==> src/rtl/reaction_judge_pkg.sv <==
// Shared definitions for the 2-player reaction game: state encoding, winner
// codes, the 1 Hz tick default and the delay clamp helper.
package reaction_judge_pkg;

   typedef enum logic [1:0] {
      ST_IDLE   = 2'd0,
      ST_WAIT   = 2'd1,
      ST_GO     = 2'd2,
      ST_RESULT = 2'd3
   } state_t;

   localparam logic [1:0] WIN_NONE = 2'b00;
   localparam logic [1:0] WIN_P1   = 2'b01;
   localparam logic [1:0] WIN_P2   = 2'b10;
   localparam logic [1:0] WIN_DRAW = 2'b11;

   // Terminal count of the 1 Hz tick divider at 50 MHz; also used by the ready generator.
   localparam int TICK_MAX_1HZ = 49_999_999;

   function automatic logic [2:0] clampNum(input logic [3:0] value, input logic [3:0] limit);
      logic [3:0] w_result;
      w_result = (value > limit) ? limit : value;
      return w_result[2:0];
   endfunction

endpackage

==> src/rtl/reaction_judge_btn_sync_edge.sv <==
// Two-flop synchronizer for an asynchronous button followed by a registered
// rising-edge detector; a held button yields exactly one pulse.
module btn_sync_edge (
   input  logic CLK,
   input  logic RST,
   input  logic i_pin,
   output logic o_press
);

   logic r_meta;
   logic r_sync;
   logic r_prev;
   logic r_press;

   // Pin to pulse takes three edges: meta, sync, then the registered edge pulse.
   always_ff @(posedge CLK) begin
      if (RST) begin
         r_meta  <= 1'b0;
         r_sync  <= 1'b0;
         r_prev  <= 1'b0;
         r_press <= 1'b0;
      end else begin
         r_meta  <= i_pin;
         r_sync  <= r_meta;
         r_prev  <= r_sync;
         r_press <= r_sync & ~r_prev;
      end
   end

   assign o_press = r_press;

endmodule

==> src/rtl/reaction_judge.sv <==
// Reaction judge: counts down a captured delay on a 1 Hz tick, raises go, then
// decides the first press (or false start / timeout) for a two-player round.
module reaction_judge
   import reaction_judge_pkg::*;
#(
   parameter int TICK_MAX  = TICK_MAX_1HZ,
   parameter int TIMEOUT_S = 5,
   parameter int NUM_MAX   = 6
) (
   input  logic       CLK,
   input  logic       RST,
   input  logic       IN_1P,
   input  logic       IN_2P,
   input  logic [3:0] num,
   input  logic       num_vld,
   output logic       go,
   output logic [1:0] winner,
   output logic       false_start,
   output logic       done,
   output logic [2:0] secs_left
);

   localparam int TICK_W = (TICK_MAX > 0) ? $clog2(TICK_MAX + 1) : 1;
   localparam int TO_W   = (TIMEOUT_S > 1) ? $clog2(TIMEOUT_S + 1) : 1;

   state_t            r_state;
   state_t            w_nextState;
   logic [TICK_W-1:0] r_tickCnt;
   logic [TO_W-1:0]   r_timeoutCnt;
   logic [TO_W-1:0]   w_nextTimeout;
   logic [2:0]        r_secsLeft;
   logic [2:0]        w_nextSecs;
   logic [2:0]        w_loadSecs;
   logic [1:0]        r_winner;
   logic [1:0]        w_nextWinner;
   logic              r_falseStart;
   logic              w_nextFalseStart;
   logic              w_press1;
   logic              w_press2;
   logic              w_tick;
   logic              w_stateChange;

   btn_sync_edge u_btn1 (
      .CLK     (CLK),
      .RST     (RST),
      .i_pin   (IN_1P),
      .o_press (w_press1)
   );

   btn_sync_edge u_btn2 (
      .CLK     (CLK),
      .RST     (RST),
      .i_pin   (IN_2P),
      .o_press (w_press2)
   );

   assign w_tick        = (r_tickCnt == TICK_W'(TICK_MAX));
   assign w_stateChange = (w_nextState != r_state);
   assign w_loadSecs    = clampNum(num, 4'(NUM_MAX));

   // Restarting the divider on every state entry makes the first interval a full second.
   always_ff @(posedge CLK) begin
      if (RST) begin
         r_tickCnt <= '0;
      end else if (w_stateChange || w_tick) begin
         r_tickCnt <= '0;
      end else begin
         r_tickCnt <= r_tickCnt + 1'b1;
      end
   end

   always_ff @(posedge CLK) begin
      if (RST) begin
         r_state      <= ST_IDLE;
         r_secsLeft   <= 3'd0;
         r_winner     <= WIN_NONE;
         r_falseStart <= 1'b0;
         r_timeoutCnt <= '0;
      end else begin
         r_state      <= w_nextState;
         r_secsLeft   <= w_nextSecs;
         r_winner     <= w_nextWinner;
         r_falseStart <= w_nextFalseStart;
         r_timeoutCnt <= w_nextTimeout;
      end
   end

   always_comb begin
      w_nextState      = r_state;
      w_nextSecs       = r_secsLeft;
      w_nextWinner     = r_winner;
      w_nextFalseStart = r_falseStart;
      w_nextTimeout    = r_timeoutCnt;
      case (r_state)
         ST_IDLE, ST_RESULT: begin
            if (num_vld) begin
               w_nextSecs       = w_loadSecs;
               w_nextWinner     = WIN_NONE;
               w_nextFalseStart = 1'b0;
               w_nextTimeout    = '0;
               w_nextState      = (w_loadSecs == 3'd0) ? ST_GO : ST_WAIT;
            end
         end
         ST_WAIT: begin
            // An early press hands the round to the opponent.
            if (w_press1 || w_press2) begin
               w_nextFalseStart = 1'b1;
               w_nextState      = ST_RESULT;
               if (w_press1 && w_press2) begin
                  w_nextWinner = WIN_DRAW;
               end else if (w_press1) begin
                  w_nextWinner = WIN_P2;
               end else begin
                  w_nextWinner = WIN_P1;
               end
            end else if (w_tick) begin
               w_nextSecs = r_secsLeft - 3'd1;
               if (r_secsLeft == 3'd1) begin
                  w_nextTimeout = '0;
                  w_nextState   = ST_GO;
               end
            end
         end
         ST_GO: begin
            if (w_press1 || w_press2) begin
               w_nextFalseStart = 1'b0;
               w_nextState      = ST_RESULT;
               if (w_press1 && w_press2) begin
                  w_nextWinner = WIN_DRAW;
               end else if (w_press1) begin
                  w_nextWinner = WIN_P1;
               end else begin
                  w_nextWinner = WIN_P2;
               end
            end else if (w_tick) begin
               if (r_timeoutCnt == TO_W'(TIMEOUT_S - 1)) begin
                  w_nextWinner = WIN_NONE;
                  w_nextState  = ST_RESULT;
               end else begin
                  w_nextTimeout = r_timeoutCnt + 1'b1;
               end
            end
         end
         default: begin
            w_nextState = ST_IDLE;
         end
      endcase
   end

   assign go          = (r_state == ST_GO);
   assign done        = (r_state == ST_RESULT);
   assign winner      = r_winner;
   assign false_start = r_falseStart;
   assign secs_left   = r_secsLeft;

endmodule

==> config.mk <==
export PLATFORM = sky130hd
export DESIGN_NAME = reaction_judge
export DESIGN_NICKNAME = d
export VERILOG_FILES = /design/src/rtl/reaction_judge_pkg.sv /design/src/rtl/reaction_judge_btn_sync_edge.sv /design/src/rtl/reaction_judge.sv
export SDC_FILE = /design/constraint.sdc
export NUM_CORES = 1
export LEC_CHECK = 0
export ABC_AREA = 1
export CORE_ASPECT_RATIO = 0.7
export CORE_MARGIN = 4
export CORE_UTILIZATION = 45
export DETAILED_ROUTE_END_ITERATION = 7
export GPL_ROUTABILITY_DRIVEN = 1
export GPL_TIMING_DRIVEN = 0
export PLACE_DENSITY_LB_ADDON = 0.2
export SETUP_SLACK_MARGIN = 0.05
export SLEW_MARGIN = 5
export SYNTH_ARGS = -nofsm -noshare
export SYNTH_HDL_FRONTEND = slang
export SYNTH_SLANG_ARGS = --single-unit
==> constraint.sdc <==
create_clock -name CLK -period 2.6 [get_ports CLK]
set_input_delay 0.65 -clock CLK [delete_from_list [all_inputs] [get_ports CLK]]
set_output_delay 0.65 -clock CLK [all_outputs]
set_load 0.005 [all_outputs]
==> flow_summary.yaml <==
global_routing:
  antenna_found_initial: 0
  grt_pass1_wl_um: 7900
  first_global_vias: 1664
  grt_max_degree: 16
  grt.overflow.total: 0
  grtUsageTotal: 0.150
detailed_routing:
  vias_per_cell: 4.72
  firstDrtPassIters: 4
  top_layer: "met4"
  wire_per_inst_um: 11.2
  num_vias: 1904
  met3_length_um: 241
  drc: 0
  antenna_left: 0
  wl_met1_um: 2490
  wl_met2_um: 1720
  drt_iter0_drc: 124
  finalWirelength_um: 4500
sta:
  fmax_ghz: 0.444
  hold_viol: 0
  slew_viol_final: 0
  setup_tns_ns: 0
  worst_slew_pin_slew_ns: 0.505
  rsz0062_at_grt: "false"
  finalWorstSetupSlack_ns: 0.346
  min_period_over_period: 0.867
  setup_viol_count_final: 0
  slew_headroom: 0.661
  period_needed_ns: 2.25
  clock_skew_ns: 0.00623
critical_path:
  worstPathRequired_ns: 2.85
  start_kind: "register"
  crit-reg2reg-launch: "r_state[0]"
  crit_path_end_kind: "register"
  critPathMaxStageDelay_ns: 0.44
  critical_path_class: "register to register"
  arrival_ns: 2.51
  crit_path_max_fanout: 10
  crit_start: "r_state[0]"
  cp_cell_sequence: "inv_1 -> ha_1 -> inv_1 -> a21oi_1 -> o21ai_0 -> nand2_1 -> nand2_1 -> a21oi_2 -> nand2_4 -> buf_12 -> nor2_4"
  crit_slowest_cell: "dfxtp_1"
hold_path:
  hp-class: "register to register"
  min_from: "u_btn1.r_prev"
clock_network:
  clk_pin_slew_ns: 0.08
  cts_tree: "built"
  cts_hold_buf: 0
  htree_levels: 2
  clockBufferDepth: 2
  insertion_delay_ns: 0.31
  clock_sinks: 45
  numCtsBuffers: 5
  clockRootBuffer: "clkbuf_8"
  cts_resized: 0
  post_cts_buffers: 0
synth:
  syn_nets: 325
  ys_ff_latch: 45
  seq_area_frac_synth: 0.367
  yosys_warnings: 0
  synth_area_leaders: "dfxtp_1, nor2_4, nand2_1, inv_1, nor2_1"
  synth_cells: 308
  yosysTopAreaCellShare: 0.367
  synth_cell_types: 29
  syn_area_per_cell_um2: 7.97
  synth_top_cell_by_area: "dfxtp_1"
  synth_area_um2: 2450
die:
  io_pins: 17
  start_util: 0.467
  fp.coreArea_um2: 5260
  dieArea_um2: 6720
  rows: 22
  fp.dieW_um: 96.3
  dieHeight_um: 69.8
run_status:
  status: "complete, no violations"
finish:
  area_growth_pct: 13.9
  antennaDiodeCount: 0
  fillers: 519
  stdcell_count: 403
  stdcell_area_um2: 2790
  layout.nets: 347
  drive_gt1_frac: 0.136
placed_design:
  place_hpwl_um: 3440
  place_congestion: 0.821
  dpl-instance-area_um2: 2690
  portBuffers: 15
  dp_slack_ns: 0.0491
  numPlacedInstances: 395
pwr:
  ir_drop_mv: 0.246
  p_per_area_nw_per_um2: 730
  p_leak_nw: 0.968
flow_run:
  cap_violations: 0
[cell type report]
cell class | count | area [µm²] | area share
Timing Repair Buffer | 15 | 150 | 0.0537
Inverter | 41 | 154 | 0.0551
Buffer | 5 | 58.8 | 0.0210
Clock inverter | 2 | 17.5 | 0.00627
Multi-Input combinational cell | 217 | 1340 | 0.480
Sequential cell | 45 | 901 | 0.322
Tap cell | 72 | 90.1 | 0.0322
Clock buffer | 6 | 82.6 | 0.0296
[registers in the layout (all words and copies together), names as in the netlist]
| name | count |
|---|---|
| u_btn1.r_meta | 1 |
| u_btn2.o_press | 1 |
| secs_left | 3 |
| false_start | 1 |
| winner | 2 |
| u_btn1.r_sync | 1 |
| u_btn2.r_meta | 1 |
| u_btn1.o_press | 1 |
| u_btn1.r_prev | 1 |
| u_btn2.r_prev | 1 |
| u_btn2.r_sync | 1 |
| r_state | 2 |
| r_tickCnt | 26 |
| r_timeoutCnt | 3 |
[per-layer routing]
metal	vias to the layer above	global-route usage
li1	1017	-
met1	842	0.237
met2	41	0.186
met3	4	0.0488
met4	0	0.0473
met5	-	0
[where the power goes]
part           leakage (nW)  switching (W)  internal [W]
sequential            0.365      0.0000451      0.000741
clock                0.0518       0.000254      0.000221
combinational         0.551       0.000487      0.000292
[worst max-delay path, delay by kind of cell (launching register included)]
kind,cells,cell delay [ns]
buffers and inverters,3,0.40
AOI/OAI and AO/OA,3,0.59
and+or+nand+nor,4,0.40
adders and majority gates,1,0.37
DFF,1,0.44
[cell usage in the layout, fill, tap and decap left out, types with 8 or more instances in the layout]
| master | count |
|---|---|
| a21oi_1 | 16 |
| clkdlybuf4s50_1 | 15 |
| dfxtp_1 | 45 |
| ha_1 | 8 |
| inv_1 | 40 |
| nand2_1 | 52 |
| nand3_1 | 8 |
| nand4_1 | 10 |
| nor2_1 | 36 |
| nor2_4 | 24 |
| nor3_1 | 9 |
| o21ai_0 | 13 |
| xnor2_1 | 13 |
| xor2_1 | 13 |
[cell families after synthesis]
| group | Yosys count | synth area share |
|---|---|---|
| AOI/OAI and AO/OA | 33 | 0.0724 |
| adders and majority gates | 8 | 0.0408 |
| buffers and inverters | 46 | 0.0867 |
| DFF | 45 | 0.367 |
| and+or+nand+nor | 150 | 0.340 |
| xor gates and xnor gates | 26 | 0.0928 |
[metrics by stage]
step / utilization / hold WS, ns / total power [W]
2_1_floorplan: - / 0.373 / 0.00139
3_3_place_gp: 0.512 / 0.378 / 0.00157
3_5_place_dp: 0.512 / 0.387 / 0.00159
4_1_cts: 0.531 / 0.400 / 0.00207
5_1_grt: 0.531 / 0.422 / 0.00220
6_report: 0.531 / 0.402 / 0.00204
[worst paths after layout]
kind,end,slack [ns],depth (start not counted)
hold reg to reg,u_btn1.o_press,0.40,1
setup / recovery,r_tickCnt[20],0.35,11
hold / removal,u_btn1.o_press,0.40,1
setup reg to reg,r_tickCnt[20],0.35,11
[synth_stat cells, drive strengths merged]
library cell,instances
nor2,60
nand2,56
dfxtp,45
inv,41
a21oi,17
o21ai,14
xnor2,13
xor2,13
nand3,10
nand4,10
nor3,10
ha,8
buf,3
clkbuf,2
a211oi,1
and3,1
nand3b,1
nor4,1
o211ai,1
or2,1
Power figures use the tool's default switching activity.
